===== config.mk =====
export PLATFORM = sky130hd
export DESIGN_NAME = m_ifetch
export DESIGN_NICKNAME = d
export VERILOG_FILES = /design/src/rtl/m_ifetch_pkg.sv /design/src/rtl/m_ifq.sv /design/src/rtl/m_ifetch.sv
export SDC_FILE = /design/constraint.sdc
export NUM_CORES = 1
export LEC_CHECK = 0
export ABC_AREA = 1
export BUFFER_PORTS_ARGS = -buffer_cell sky130_fd_sc_hd__buf_4
export CAP_MARGIN = 10
export CORE_UTILIZATION = 45
export DETAILED_ROUTE_END_ITERATION = 8
export GPL_ROUTABILITY_DRIVEN = 0
export GPL_TIMING_DRIVEN = 0
export HOLD_SLACK_MARGIN = 0.03
export PLACE_DENSITY = 0.7
export SLEW_MARGIN = 10
export SYNTH_ARGS = -nofsm -noshare
export SYNTH_HDL_FRONTEND = slang
export SYNTH_SLANG_ARGS = --single-unit

===== constraint.sdc =====
create_clock -name w_clk -period 4.41 [get_ports w_clk]
set_clock_uncertainty 0.15 [all_clocks]
set_input_delay 0.882 -clock w_clk [delete_from_list [all_inputs] [get_ports w_clk]]
set_output_delay 0.882 -clock w_clk [all_outputs]
set_load 0.03 [all_outputs]

===== src/rtl/m_ifetch_pkg.sv =====
// Shared constants for the instruction-fetch front end.
package m_ifetch_pkg;
    localparam logic [31:0] HALT_INSN   = 32'h000f0033;
    localparam int          IMEM_ADDR_W = 12;
endpackage


===== src/rtl/m_ifq.sv =====
// Prefetch FIFO of {pc, ir} entries; head visible the cycle after push, no bypass.
// Push is dropped when full unless a pop frees the slot the same cycle; flush wins over push.
module m_ifq #(
    parameter int DEPTH = 4,
    parameter int W     = 64
) (
    input  logic                     clk,
    input  logic                     rst_n,
    input  logic                     push,
    input  logic [W-1:0]             push_dat,
    input  logic                     pop,
    input  logic                     flush,
    output logic [W-1:0]             head,
    output logic [$clog2(DEPTH):0]   count,
    output logic                     empty,
    output logic                     full
);
    localparam int AW = $clog2(DEPTH);
    localparam int CW = AW + 1;

    logic [W-1:0]  mem [DEPTH];
    logic [AW-1:0] wr_ptr;
    logic [AW-1:0] rd_ptr;
    logic          do_push;
    logic          do_pop;

    assign empty   = (count == '0);
    assign full    = (count == CW'(DEPTH));
    assign do_pop  = pop & ~empty;
    assign do_push = push & (~full | do_pop) & ~flush;
    assign head    = mem[rd_ptr];

    always_ff @(posedge clk or negedge rst_n) begin
        if (!rst_n) begin
            wr_ptr <= '0;
            rd_ptr <= '0;
            count  <= '0;
        end else if (flush) begin
            wr_ptr <= '0;
            rd_ptr <= '0;
            count  <= '0;
        end else begin
            if (do_push) wr_ptr <= wr_ptr + AW'(1);
            if (do_pop)  rd_ptr <= rd_ptr + AW'(1);
            count <= count + CW'(do_push) - CW'(do_pop);
        end
    end

    // Storage needs no reset: occupancy is tracked by count alone.
    always_ff @(posedge clk) begin
        if (do_push) mem[wr_ptr] <= push_dat;
    end
endmodule


===== src/rtl/m_ifetch.sv =====
// Fetch PC, imem request tracking and halt logic; issue->w_ir_valid takes 2 cycles.
// Issue is credit-gated on queue space (plus any same-cycle pop); redirect flushes and refetches.
module m_ifetch
    import m_ifetch_pkg::*;
#(
    parameter int          DEPTH    = 4,
    parameter int          ADDR_W   = IMEM_ADDR_W,
    parameter logic [31:0] RESET_PC = 32'h0
) (
    input  logic              w_clk,
    input  logic              w_rst_n,
    output logic [ADDR_W-1:0] w_imem_addr,
    input  logic [31:0]       w_imem_dout,
    input  logic              w_redirect,
    input  logic [31:0]       w_redirect_pc,
    input  logic              w_ir_ready,
    output logic              w_ir_valid,
    output logic [31:0]       w_ir,
    output logic [31:0]       w_ir_pc,
    output logic              w_halted
);
    localparam int CW = $clog2(DEPTH) + 1;

    logic [31:0]   r_fpc;
    logic [31:0]   r_req_pc;
    logic          r_req_v;
    logic          r_halted;

    logic [CW-1:0] q_count;
    logic          q_empty;
    logic          q_full;
    logic [63:0]   q_head;

    logic          pop;
    logic          push;
    logic          ret_halt;
    logic          halt_block;
    logic          credit;
    logic          issue;
    logic [31:0]   issue_pc;

    assign pop        = w_ir_valid & w_ir_ready;
    assign push       = r_req_v & ~w_redirect;
    assign ret_halt   = r_req_v & (w_imem_dout == HALT_INSN);
    assign halt_block = r_halted | ret_halt;
    // Room exists unless the queue plus the in-flight word would reach DEPTH.
    assign credit     = pop | (~q_full & ~(r_req_v & (q_count == CW'(DEPTH - 1))));
    assign issue      = w_redirect | (~halt_block & credit);
    assign issue_pc   = w_redirect ? (w_redirect_pc & ~32'd3) : r_fpc;
    assign w_imem_addr = issue_pc[ADDR_W+1:2];

    always_ff @(posedge w_clk or negedge w_rst_n) begin
        if (!w_rst_n) begin
            r_fpc    <= RESET_PC;
            r_req_v  <= 1'b0;
            r_req_pc <= '0;
            r_halted <= 1'b0;
        end else begin
            r_req_v <= issue;
            if (issue) begin
                r_req_pc <= issue_pc;
                r_fpc    <= issue_pc + 32'd4;
            end
            if (w_redirect)    r_halted <= 1'b0;
            else if (ret_halt) r_halted <= 1'b1;
        end
    end

    m_ifq #(.DEPTH(DEPTH), .W(64)) u_ifq (
        .clk      (w_clk),
        .rst_n    (w_rst_n),
        .push     (push),
        .push_dat ({r_req_pc, w_imem_dout}),
        .pop      (pop),
        .flush    (w_redirect),
        .head     (q_head),
        .count    (q_count),
        .empty    (q_empty),
        .full     (q_full)
    );

    assign w_ir_valid = ~q_empty;
    assign w_ir       = w_ir_valid ? q_head[31:0]  : 32'h0;
    assign w_ir_pc    = w_ir_valid ? q_head[63:32] : 32'h0;
    assign w_halted   = r_halted;
endmodule


# == Word-level counts from Yosys, hierarchy flattened ==
# Memory sizes are Yosys's and may differ from the RTL's.
# Cells that the tools add are included.
# totals
register_bits,73
mem_count,1
ram_bits,256
wordCells,50
# mem_list
memory,depth,word_bits,read_ports,rd_ports_with_merged_regs,write_ports,line,source
u_ifq.mem,4,64,1,0,1,m_ifq.sv:21,logic [W-1:0] mem [DEPTH];
# classes
n_reduce_logical,4
n_eq_ne,3
addsub,5
muxes,12
bitwise,18
# op_table
op,count
32-bit two-way mux,3
"32-bit by 3-bit adder with 32-bit output, second input constant",1
"32-bit by 20-bit equality test with 1-bit output, second input constant",1
1-bit AND,9
2-bit two-way mux,4
2-bit nonzero test,3
1-bit NOT,5
"2-bit by 1-bit adder with 2-bit output, second input constant",2
1-bit two-way mux,4
1-bit OR,4
3-bit by 1-bit adder with 3-bit output,1
"3-bit by 2-bit equality test with 1-bit output, second input constant",1
"3-bit equality test, second input constant",1
3-bit zero test,1
3-bit two-way mux,1
3-bit by 1-bit subtractor with 3-bit output,1

# == Logic depth before layout (Yosys ltp) ==
# Gate-level depths: netlist (run 1).
# depth
depth_word,10
depth_mapped,14
mapped_depth_nobuf,12

# == By module ==
# Synthesis (run 1) repeated with hierarchy kept, for this count alone.
# hier_totals
hier_cells,1401
hier_area_um2,14562.7
# modules_own_cells
module,seq_area_each_um2,instances,cells_per_inst,area_per_inst_um2
m_ifq,7862.5,1,678,9957.0
m_ifetch,1551.5,1,723,4605.7

# == Least setup slack after synthesis (run 1) ==
# No wires, ideal clock.
# synth_timing
path_type,input port to flip-flop
from,input w_redirect
to,memory u_ifq.mem[0][0] (enable)
slack_ns,-0.483
path_buffers,4
setup_ns,0.482
stages,7
arrival_time_ns,4.261
t_required_ns,3.778
cell_sequence,buf_6 > inv_6 > buf_12 > buf_8 > buf_2 > nand3_1 > nor2_1
# synth_between
elab_chain_cells,6
# synth_lines
item,line,source
from (decl),m_ifetch.sv:14,"input logic w_redirect,"
1-bit NOT *,"m_ifq.sv:30, m_ifetch.sv:43",
1-bit AND,m_ifetch.sv:43,assign push = r_req_v & ~w_redirect;
1-bit AND,m_ifq.sv:30,assign do_push = push & (~full | do_pop) & ~flush;
1-bit AND *,m_ifq.sv:30,
1-bit two-way mux *,m_ifq.sv:51,if (do_push) mem[wr_ptr] <= push_dat;
1-bit two-way mux (implied by the code) *,m_ifq.sv:51,
to (decl),m_ifq.sv:21,
# Mark *: on every way between the ends. The rest lies on a longest branch, timed or not.

# == Worst setup path in the final report (run 1) ==
# layout_timing
from,register u_ifq.rd_ptr[0]
to,output w_ir_pc[18]
# layout_between
elab_chain_cells,2
# layout_lines
item,line,source
from (decl),m_ifq.sv:23,logic [AW-1:0] rd_ptr;
from (signal assigned),m_ifq.sv:44,if (do_pop) rd_ptr <= rd_ptr + AW'(1);
memory read 4 x 64 bit,--,
32-bit two-way mux,m_ifetch.sv:84,assign w_ir_pc = w_ir_valid ? q_head[63:32] : 32'h0;
to (decl),m_ifetch.sv:19,"output logic [31:0] w_ir_pc,"
# No other way between the ends.

==> results of run 1 <==
-- cell type report --
type / instances / area, um2 / share of cell area, %
flip-flops and latches: 317 / 9170 / 54.6
multi-input cells: 913 / 4150 / 24.7
repair buffers: 148 / 1230 / 7.34
clock buffers: 45 / 922 / 5.48
well taps: 396 / 495 / 2.95
plain buffers: 86 / 462 / 2.75
inverters: 53 / 204 / 1.21
clock inverters: 17 / 173 / 1.03
-- cell usage in the layout, fill, tap and decap left out, drive strengths merged, types with 55 or more instances in the layout --
| cell | n |
|---|---|
| a21oi | 63 |
| o21ai | 135 |
| buf | 189 |
| nor2 | 314 |
| clkbuf | 90 |
| dfrtp | 69 |
| nand3 | 93 |
| edfxtp | 248 |
| nand2 | 276 |
| inv | 55 |
-- Yosys cell counts, types with 8 or more instances --
| library cell | n |
|---|---|
| a21oi_1 | 63 |
| clkbuf_1 | 45 |
| o21ai_0 | 134 |
| buf_4 | 17 |
| nand2_2 | 24 |
| dfrtp_1 | 69 |
| buf_1 | 9 |
| nand3_1 | 92 |
| buf_2 | 8 |
| edfxtp_1 | 248 |
| inv_1 | 48 |
| nand2_1 | 250 |
| nor2_1 | 299 |
-- cells by family (layout without fill, tap and decap cells) --
family	after synthesis	in the layout	share of synthesized area [%]
xor gates and xnor gates	12	12	0.753
adders and majority gates	8	8	0.771
buffers and inverters	139	349	4.77
other	1	2	0.0269
and+or+nand+nor	692	692	20.8
DFF	317	317	65.7
AOI/OAI and AO/OA	199	199	7.15
-- registers in the layout (all words and copies together), names as in the netlist --
register      count
u_ifq.rd_ptr      2
u_ifq.count       3
r_req_v           1
w_halted          1
r_req_pc         30
u_ifq.mem       248
r_fpc            30
u_ifq.wr_ptr      2
-- metrics by stage --
step                      power [mW]  utilization (%)  hold slack [ps]
final                           10.9             55.0              338
after global routing            11.5             55.0              382
after CTS                       11.0             55.0              364
after detailed placement        8.18             51.4              345
after global placement          8.05             50.7              342
after floorplan                 6.66                -              323
-- power by group through the flow --
stage	registers, mW	logic (mW)	clock network [mW]
6_report	4.32	3.80	2.78
2_1_floorplan	4.30	2.36	0
5_1_grt	4.38	4.15	2.95
3_3_place_gp	4.41	3.64	0
3_5_place_dp	4.36	3.82	0
4_1_cts	4.31	3.83	2.83
-- metal layers --
| layer | vias up | wire length (um) |
|---|---|---|
| met5 | - | 0 |
| met4 | 0 | 878 |
| met3 | 60 | 2590 |
| met2 | 416 | 16500 |
| met1 | 4851 | 14300 |
| li1 | 4971 | - |
-- how the worst max path moves through the flow --
stage,from,end,slack [ps]
CTS,u_ifq.rd_ptr[0],w_ir_pc[18],390
global route,u_ifq.rd_ptr[0],w_ir_pc[18],320
detailed placement,w_redirect,u_ifq.mem[0][24],790
floorplan,w_redirect,u_ifq.mem[0][0],-480
global placement,w_redirect,u_ifq.mem[1][26],-2550
finish,u_ifq.rd_ptr[0],w_ir_pc[18],390
==> results.cfg, run 1 <==
[outcome]
status = completed

[cells_and_area]
fill_cells = 2597
area_growth_pct = 20.5
num_antenna_cells = 0
final_area_um2 = 16800
nets = 1629
finalNonFillerCells = 1975
layout-drive-gt1-share_pct = 17.8

[global_route]
global_route.usage.met3_pct = 3.43
grtUsageMet2_pct = 36.7
met1_usage_pct = 29.5
grt_overflow = 0
grt_pass1_vias = 9959
grt.total_usage_pct = 22.0
grt_pass1_wl_mm = 53.3
grt_max_degree = 70
busiest_layer = met2
antenna_found_initial = 0

[sta]
hold_viol_final = 0
finalCritPeriodShare_pct = 91.1
fin_crit_ps = 4020
worstMarginPinSlew_ps = 928
finalWorstSetupSlack_ps = 394
clock.fmax_mhz = 249
relSlewSlack_pct = 38.1
final.setup.tns_ps = 0
finalMaxSlewViolations = 0
finalSetupViolCount = 0
rsz0062_at_grt = no

[power]
p_sw_mw = 4.05
comb_power_share_pct = 34.9
powerDensity_nw_per_um2 = 649
p_int_mw = 6.85
peakVddDrop_mv = 0.294
switching_share_pct = 37.2
seqPwrFrac_pct = 39.6
clockPowerShare_pct = 25.5
p_leak_nw = 6.78

[floorplanning]
ios = 146
die_area_um2 = 31700
placementRows = 64
die_x_um = 178
die_h_um = 178
start_util_pct = 45.6
core-area_um2 = 30600

[setup_path]
critical-path-top-delay-family = buffers and inverters
cp_common_cell = clkbuf_1
cp.depth = 7
r2r_slack_ps = 1480
cp_slowest_cell = clkbuf_1
slowest_delay_ps = 520
arrival_ps = 2980
path_class = reg2out
r2r_cells = 8
start_kind = register
crit_chain = buf_2 > inv_2 > clkbuf_1 > clkbuf_1 > o21ai_0 > a21oi_1 > buf_4
reg2reg_to = u_ifq.mem[0][29]
crit_fanout = 10
endpoint_kind = primary output
path_buf_inv = 5
required_ps = 3380
reg2reg_from = u_ifq.count[1]

[detailed_routing]
drt_iter0_markers = 1053
vias = 10300
routed_wl_mm = 34.3
wl_per_cell_um = 17.4
antenna_left = 0
firstDrtPassIters = 5
post-route-drc-count = 0
via_per_inst = 5.21

[cts]
max-clock-path-buffers = 3
cts_tree = built
cts_sinks = 317
cts_setup_buffers = 0
clockRootBuffer = clkbuf_16
clkSlewWorstSetupHoldPaths_ps = 60
cts_hold_buf = 0
cts_buffers = 34
clk_latency_ps = 510
h-tree-depth = 2
cts_resized = 0

[synthesis]
netlist-cell-type-count = 35
synth_warnings = 0
synth-edff-count = 248
ys_seq_area_share_pct = 65.7
yosysTopAreaCell = edfxtp_1
synthFlopType = edfxtp_1
synth_top_area_share_pct = 53.4
postSynthCellCount = 1368
syn_avg_cell_area_um2 = 10.2
netlist_area_um2 = 14000
ys_ff_latch = 317
async_flop_share_pct = 21.8
synth_area_leaders = edfxtp_1, dfrtp_1, nor2_1, nand2_1, o21ai_0

[placed_design]
placed_cells = 1913
place_area_um2 = 15700
dpl_worst_slack_ps = 790
dp_hpwl_mm = 22.9
port-buffer-count = 140

[run]
max_cap_viol_count = 0

[hold_path]
worstHoldPathType = in2async
Power figures use the tool's default switching activity.
==> run 2, diff against run 1 <==
--- a/config.mk
+++ b/config.mk
@@ -5,7 +5,7 @@
 export SDC_FILE = /design/constraint.sdc
 export NUM_CORES = 1
 export LEC_CHECK = 0
-export ABC_AREA = 1
+export ABC_AREA = 0
 export BUFFER_PORTS_ARGS = -buffer_cell sky130_fd_sc_hd__buf_4
 export CAP_MARGIN = 10
 export CORE_UTILIZATION = 45
@@ -14,6 +14,7 @@
 export GPL_TIMING_DRIVEN = 0
 export HOLD_SLACK_MARGIN = 0.03
 export PLACE_DENSITY = 0.7
+export RECOVER_POWER = 50
 export SLEW_MARGIN = 10
 export SYNTH_ARGS = -nofsm -noshare
 export SYNTH_HDL_FRONTEND = slang
==> constraint.sdc (replaced) <==
create_clock -name w_clk -period 4.41 [get_ports w_clk]
set_clock_uncertainty 0.15 [all_clocks]
set_input_delay 0.882 -clock w_clk [delete_from_list [all_inputs] [get_ports w_clk]]
set_output_delay 0.882 -clock w_clk [all_outputs]
set_load 0.05 [all_outputs]
==> results.cfg, run 2 <==
[outcome]
status = finished with violations
violations = capacitance limit, slew limit

[setup_path]
required_ps = 3380
endpoint_kind = primary output
crit_start = w_redirect
arrival_ps = 2940
start_kind = primary input
path_class = in2out
reg2reg_from = u_ifq.count[1]
crit_fanout = 10

[cts]
cts_hold_buf = 0
clk_latency_ps = 500
cts_tree = built
cts_resized = 0
max-clock-path-buffers = 3
cts_buffers = 34
clkSlewWorstSetupHoldPaths_ps = 60
clockRootBuffer = clkbuf_16
cts_setup_buffers = 0
h-tree-depth = 2
cts_sinks = 317

[run]
max_cap_viol_count = 3

[synthesis]
postSynthCellCount = 855
netlist_area_um2 = 13900
synth_area_leaders = edfxtp_1, dfrtp_1, mux4_2, and2_1, xnor2_1
synth-edff-count = 248
ys_ff_latch = 317
syn_avg_cell_area_um2 = 16.3
yosysMostFrequentCell = edfxtp_1
async_flop_share_pct = 21.8
ys_seq_area_share_pct = 65.9
yosysTopAreaCell = edfxtp_1
netlist-cell-type-count = 60
synthFlopType = edfxtp_1
synth_top_area_share_pct = 53.5
synth_warnings = 0
netlist_top_cells_count = edfxtp_1, dfrtp_1, and2_1

[hold_path]
worstHoldPathType = reg2reg
min_from = r_req_pc[11]

[floorplanning]
die_h_um = 178
core-area_um2 = 30500
placementRows = 64
ios = 146
die_x_um = 178
start_util_pct = 45.6
die_area_um2 = 31600

[cells_and_area]
top_regs = u_ifq.mem (248), r_fpc (30), r_req_pc (30)
nets = 1113
finalNonFillerCells = 1457
area_growth_pct = 19.4
top_register = u_ifq.mem
final_util_pct = 54.5
final_common_cell = edfxtp_1
layout-drive-gt1-share_pct = 28.7
num_antenna_cells = 0
largest_reg_flops = 248
final_area_um2 = 16600
final_cell_mix = edfxtp_1, buf_4, dfrtp_1

[power]
powerDensity_nw_per_um2 = 656
peakVddDrop_mv = 0.354
p_leak_nw = 5.99
fin_total_pwr_mw = 10.9

[placed_design]
dpl_worst_slack_ps = 432
dp_hpwl_mm = 20.2
placed_cells = 1397
port-buffer-count = 141
place_area_um2 = 15600

[detailed_routing]
post-route-drc-count = 0
vias = 7987
routed_wl_mm = 30.4
firstDrtPassIters = 5
via_per_inst = 5.48
antenna_left = 0
wl_per_cell_um = 20.9
drt_iter0_markers = 538

[sta]
finalCritPeriodShare_pct = 90.1
fin_hold_ws_ps = 370
finalSetupViolCount = 0
hold_viol_final = 0
clock.fmax_mhz = 252
finalWorstSetupSlack_ps = 438
final.setup.tns_ps = 0
relSlewSlack_pct = -18.5
finalMaxSlewViolations = 110
fin_crit_ps = 3970
worstMarginPinSlew_ps = 1780
rsz0062_at_grt = no

[global_route]
grt_max_degree = 70
grt_pass1_wl_mm = 47.7
antenna_found_initial = 0
grt_overflow = 0
grt.total_usage_pct = 20.1
grt_pass1_vias = 8366
## run 2: area by class of cell
cell class / instances / area (um2)
Inverter: 15 / 56.3
Clock inverter: 15 / 228
Clock buffer: 45 / 933
Tap cell: 396 / 495
Timing Repair Buffer: 145 / 1040
Buffer: 58 / 313
Sequential cell: 317 / 9170
Fill cell: 2516 / 13900
Multi-Input combinational cell: 466 / 4380
## run 2: cell families (layout without fill, tap and decap cells)
kind of cell / Yosys count / in the layout / share of synthesized area, %
AOI/OAI and AO/OA: 63 / 63 / 3.05
xor gates and xnor gates: 54 / 54 / 3.40
adders and majority gates: 8 / 8 / 0.773
buffers and inverters: 73 / 278 / 2.67
DFF: 317 / 317 / 65.9
muxes: 120 / 120 / 14.4
other: 1 / 2 / 0.0269
and+or+nand+nor: 219 / 219 / 9.78
## run 2: final timing paths
kind / endpoint / slack, ps / depth (start not counted)
worst max register to register: u_ifq.mem[2][28] / 1120 / 6
min in group asynchronous: r_req_pc[10] / 710 / 1
worst min register to register: u_ifq.mem[3][43] / 370 / 0
worst min-delay path: u_ifq.mem[3][43] / 370 / 0
max in group asynchronous: r_req_pc[17] / 2350 / 1
worst max-delay path: w_imem_addr[11] / 440 / 7
## run 2: metal layers
metal	vias up	GRT usage (%)	wire [um]
met3	44	2.98	1660
met5	-	0	0
met4	0	4.99	487
li1	3628	-	-
met1	4081	27.1	13200
met2	234	34.1	15100
## run 2: worst max-delay path: stages
cell      delay [ps]
buf_4            110
clkbuf_4         240
clkbuf_1         400
clkbuf_1         530
mux2_2           440
buf_4            150
buf_4            180
## run 2: power breakdown
part	total, mW	internal [mW]	switching [mW]
sequential	4.02	3.81	0.211
combinational	3.93	1.40	2.53
clock	2.95	1.84	1.11
total	10.9	7.05	3.85
==> run 3, diff against run 2 <==
--- a/config.mk
+++ b/config.mk
@@ -13,7 +13,7 @@
 export GPL_ROUTABILITY_DRIVEN = 0
 export GPL_TIMING_DRIVEN = 0
 export HOLD_SLACK_MARGIN = 0.03
-export PLACE_DENSITY = 0.7
+export PLACE_DENSITY = 0.68
 export RECOVER_POWER = 50
 export SLEW_MARGIN = 10
 export SYNTH_ARGS = -nofsm -noshare
==> constraint.sdc (replaced) <==
create_clock -name w_clk -period 3.79 [get_ports w_clk]
set_clock_uncertainty 0.15 [all_clocks]
set_input_delay 0.758 -clock w_clk [delete_from_list [all_inputs] [get_ports w_clk]]
set_output_delay 0.758 -clock w_clk [all_outputs]
set_load 0.05 [all_outputs]
==> results.cfg, run 3 (synthesis results as in run 2) <==
[detailed_routing]
via_per_inst = 5.41
drt_iter0_markers = 463
drt-met1-wl_mm = 13.1
wl_per_cell_um = 20.8
post-route-drc-count = 0
firstDrtPassIters = 5
met3_length_mm = 1.67
routed_wl_mm = 30.3
antenna_left = 0
vias = 7884
wl_met2_mm = 14.9
highest_layer = met4

[cells_and_area]
top_regs = u_ifq.mem (248), r_fpc (30), r_req_pc (30)
nets = 1112
layout-drive-gt1-share_pct = 29.1
final_util_pct = 54.4
final_cell_mix = edfxtp_1, buf_4, dfrtp_1
top_register = u_ifq.mem
final_area_um2 = 16600
largest_reg_flops = 248
final_common_cell = edfxtp_1
area_growth_pct = 19.1
num_antenna_cells = 0

[global_route]
grt.total_usage_pct = 19.9
grt_pass1_wl_mm = 47.2
grt_pass1_vias = 8149
antenna_found_initial = 0
grt_overflow = 0
grt_max_degree = 70

[floorplanning]
core-area_um2 = 30500
die_x_um = 178
start_util_pct = 45.6
die_area_um2 = 31600
ios = 146
die_h_um = 178
placementRows = 64

[cts]
cts_resized = 0
cts_tree = built
cts_hold_buf = 0
cts_sinks = 317
cts_setup_buffers = 0
clockRootBuffer = clkbuf_16
clkSlewWorstSetupHoldPaths_ps = 50
max-clock-path-buffers = 3
h-tree-depth = 2
cts_buffers = 34
clk_latency_ps = 510

[placed_design]
dp_hpwl_mm = 20.1
place_area_um2 = 15600
port-buffer-count = 141

[sta]
finalCritPeriodShare_pct = 94.0
finalSetupViolCount = 0
fin_crit_ps = 3560
fin_hold_ws_ps = 353
hold_viol_final = 0
clock.fmax_mhz = 281
relSlewSlack_pct = -18.6
rsz0062_at_grt = no
finalMaxSlewViolations = 70
worstMarginPinSlew_ps = 1780

[outcome]
violations = capacitance limit, slew limit
status = finished with violations

[power]
p_leak_nw = 5.97
powerDensity_nw_per_um2 = 756
peakVddDrop_mv = 0.569

[hold_path]
worstHoldPathType = in2reg

[setup_path]
arrival_ps = 2650
path_class = reg2out
start_kind = register
crit_fanout = 10
required_ps = 2880
endpoint_kind = primary output

[run]
max_cap_viol_count = 1
[run 3: changes by cell type in the layout (fill, tap and decap cells not counted), sizes merged]
cell / change
clkinv: +5
bufinv: -4
inv: -1
clkbuf: -1
clkinvlp: +2
[run 3: cell type report]
cell class                 count  area, um2
sequential                   317       9170
timing repair buffer         145       1030
clock buffer                  45        976
inverter                      15       56.3
fill                        2499      13900
buffer                        57        310
multi-input combinational    466       4380
tap                          396        495
clock inverter                17        155
[run 3: critical path: stages, from the launching register on]
cell      delay [ps]
dfrtp_1          320
clkbuf_1         490
clkbuf_1         550
mux4_2           420
and2_1           180
buf_4            190
[run 3: stage by stage]
step / instances / setup WS, ps / setup TNS (ps) / total power, mW
after CTS: 1458 / 72.2 / 0 / 12.7
after detailed placement: 1397 / -45.4 / -46.7 / 9.42
final: 1458 / 229 / 0 / 12.5
after floorplan: 856 / 265 / 0 / 7.95
after global placement: 1393 / -1340 / -327530 / 9.33
after global routing: 1458 / 45.4 / 0 / 13.1
[run 3: path summary, 6_finish.rpt]
check / from / to / slack, ps / cells past startpoint
min: w_redirect_pc[29] / r_req_pc[29] / 350 / 3
min reg2reg: r_req_pc[5] / u_ifq.mem[2][37] / 370 / 0
max: u_ifq.rd_ptr[1] / w_ir_pc[20] / 230 / 5
max in group asynchronous: w_rst_n / r_req_pc[23] / 1850 / 1
min in group asynchronous: w_rst_n / r_req_pc[7] / 570 / 1
max reg2reg: u_ifq.count[1] / u_ifq.mem[2][25] / 660 / 6
[run 3: layer usage]
metal | GRT usage (%) | up-vias
met5 | 0 | -
met4 | 5.02 | 0
met3 | 3.11 | 49
met2 | 33.1 | 228
met1 | 27.2 | 3980
li1 | - | 3627
[run 3: power breakdown]
group / internal (mW) / switching [mW]
clock network: 1.96 / 1.34
registers: 4.43 / 0.269
logic: 1.62 / 2.92
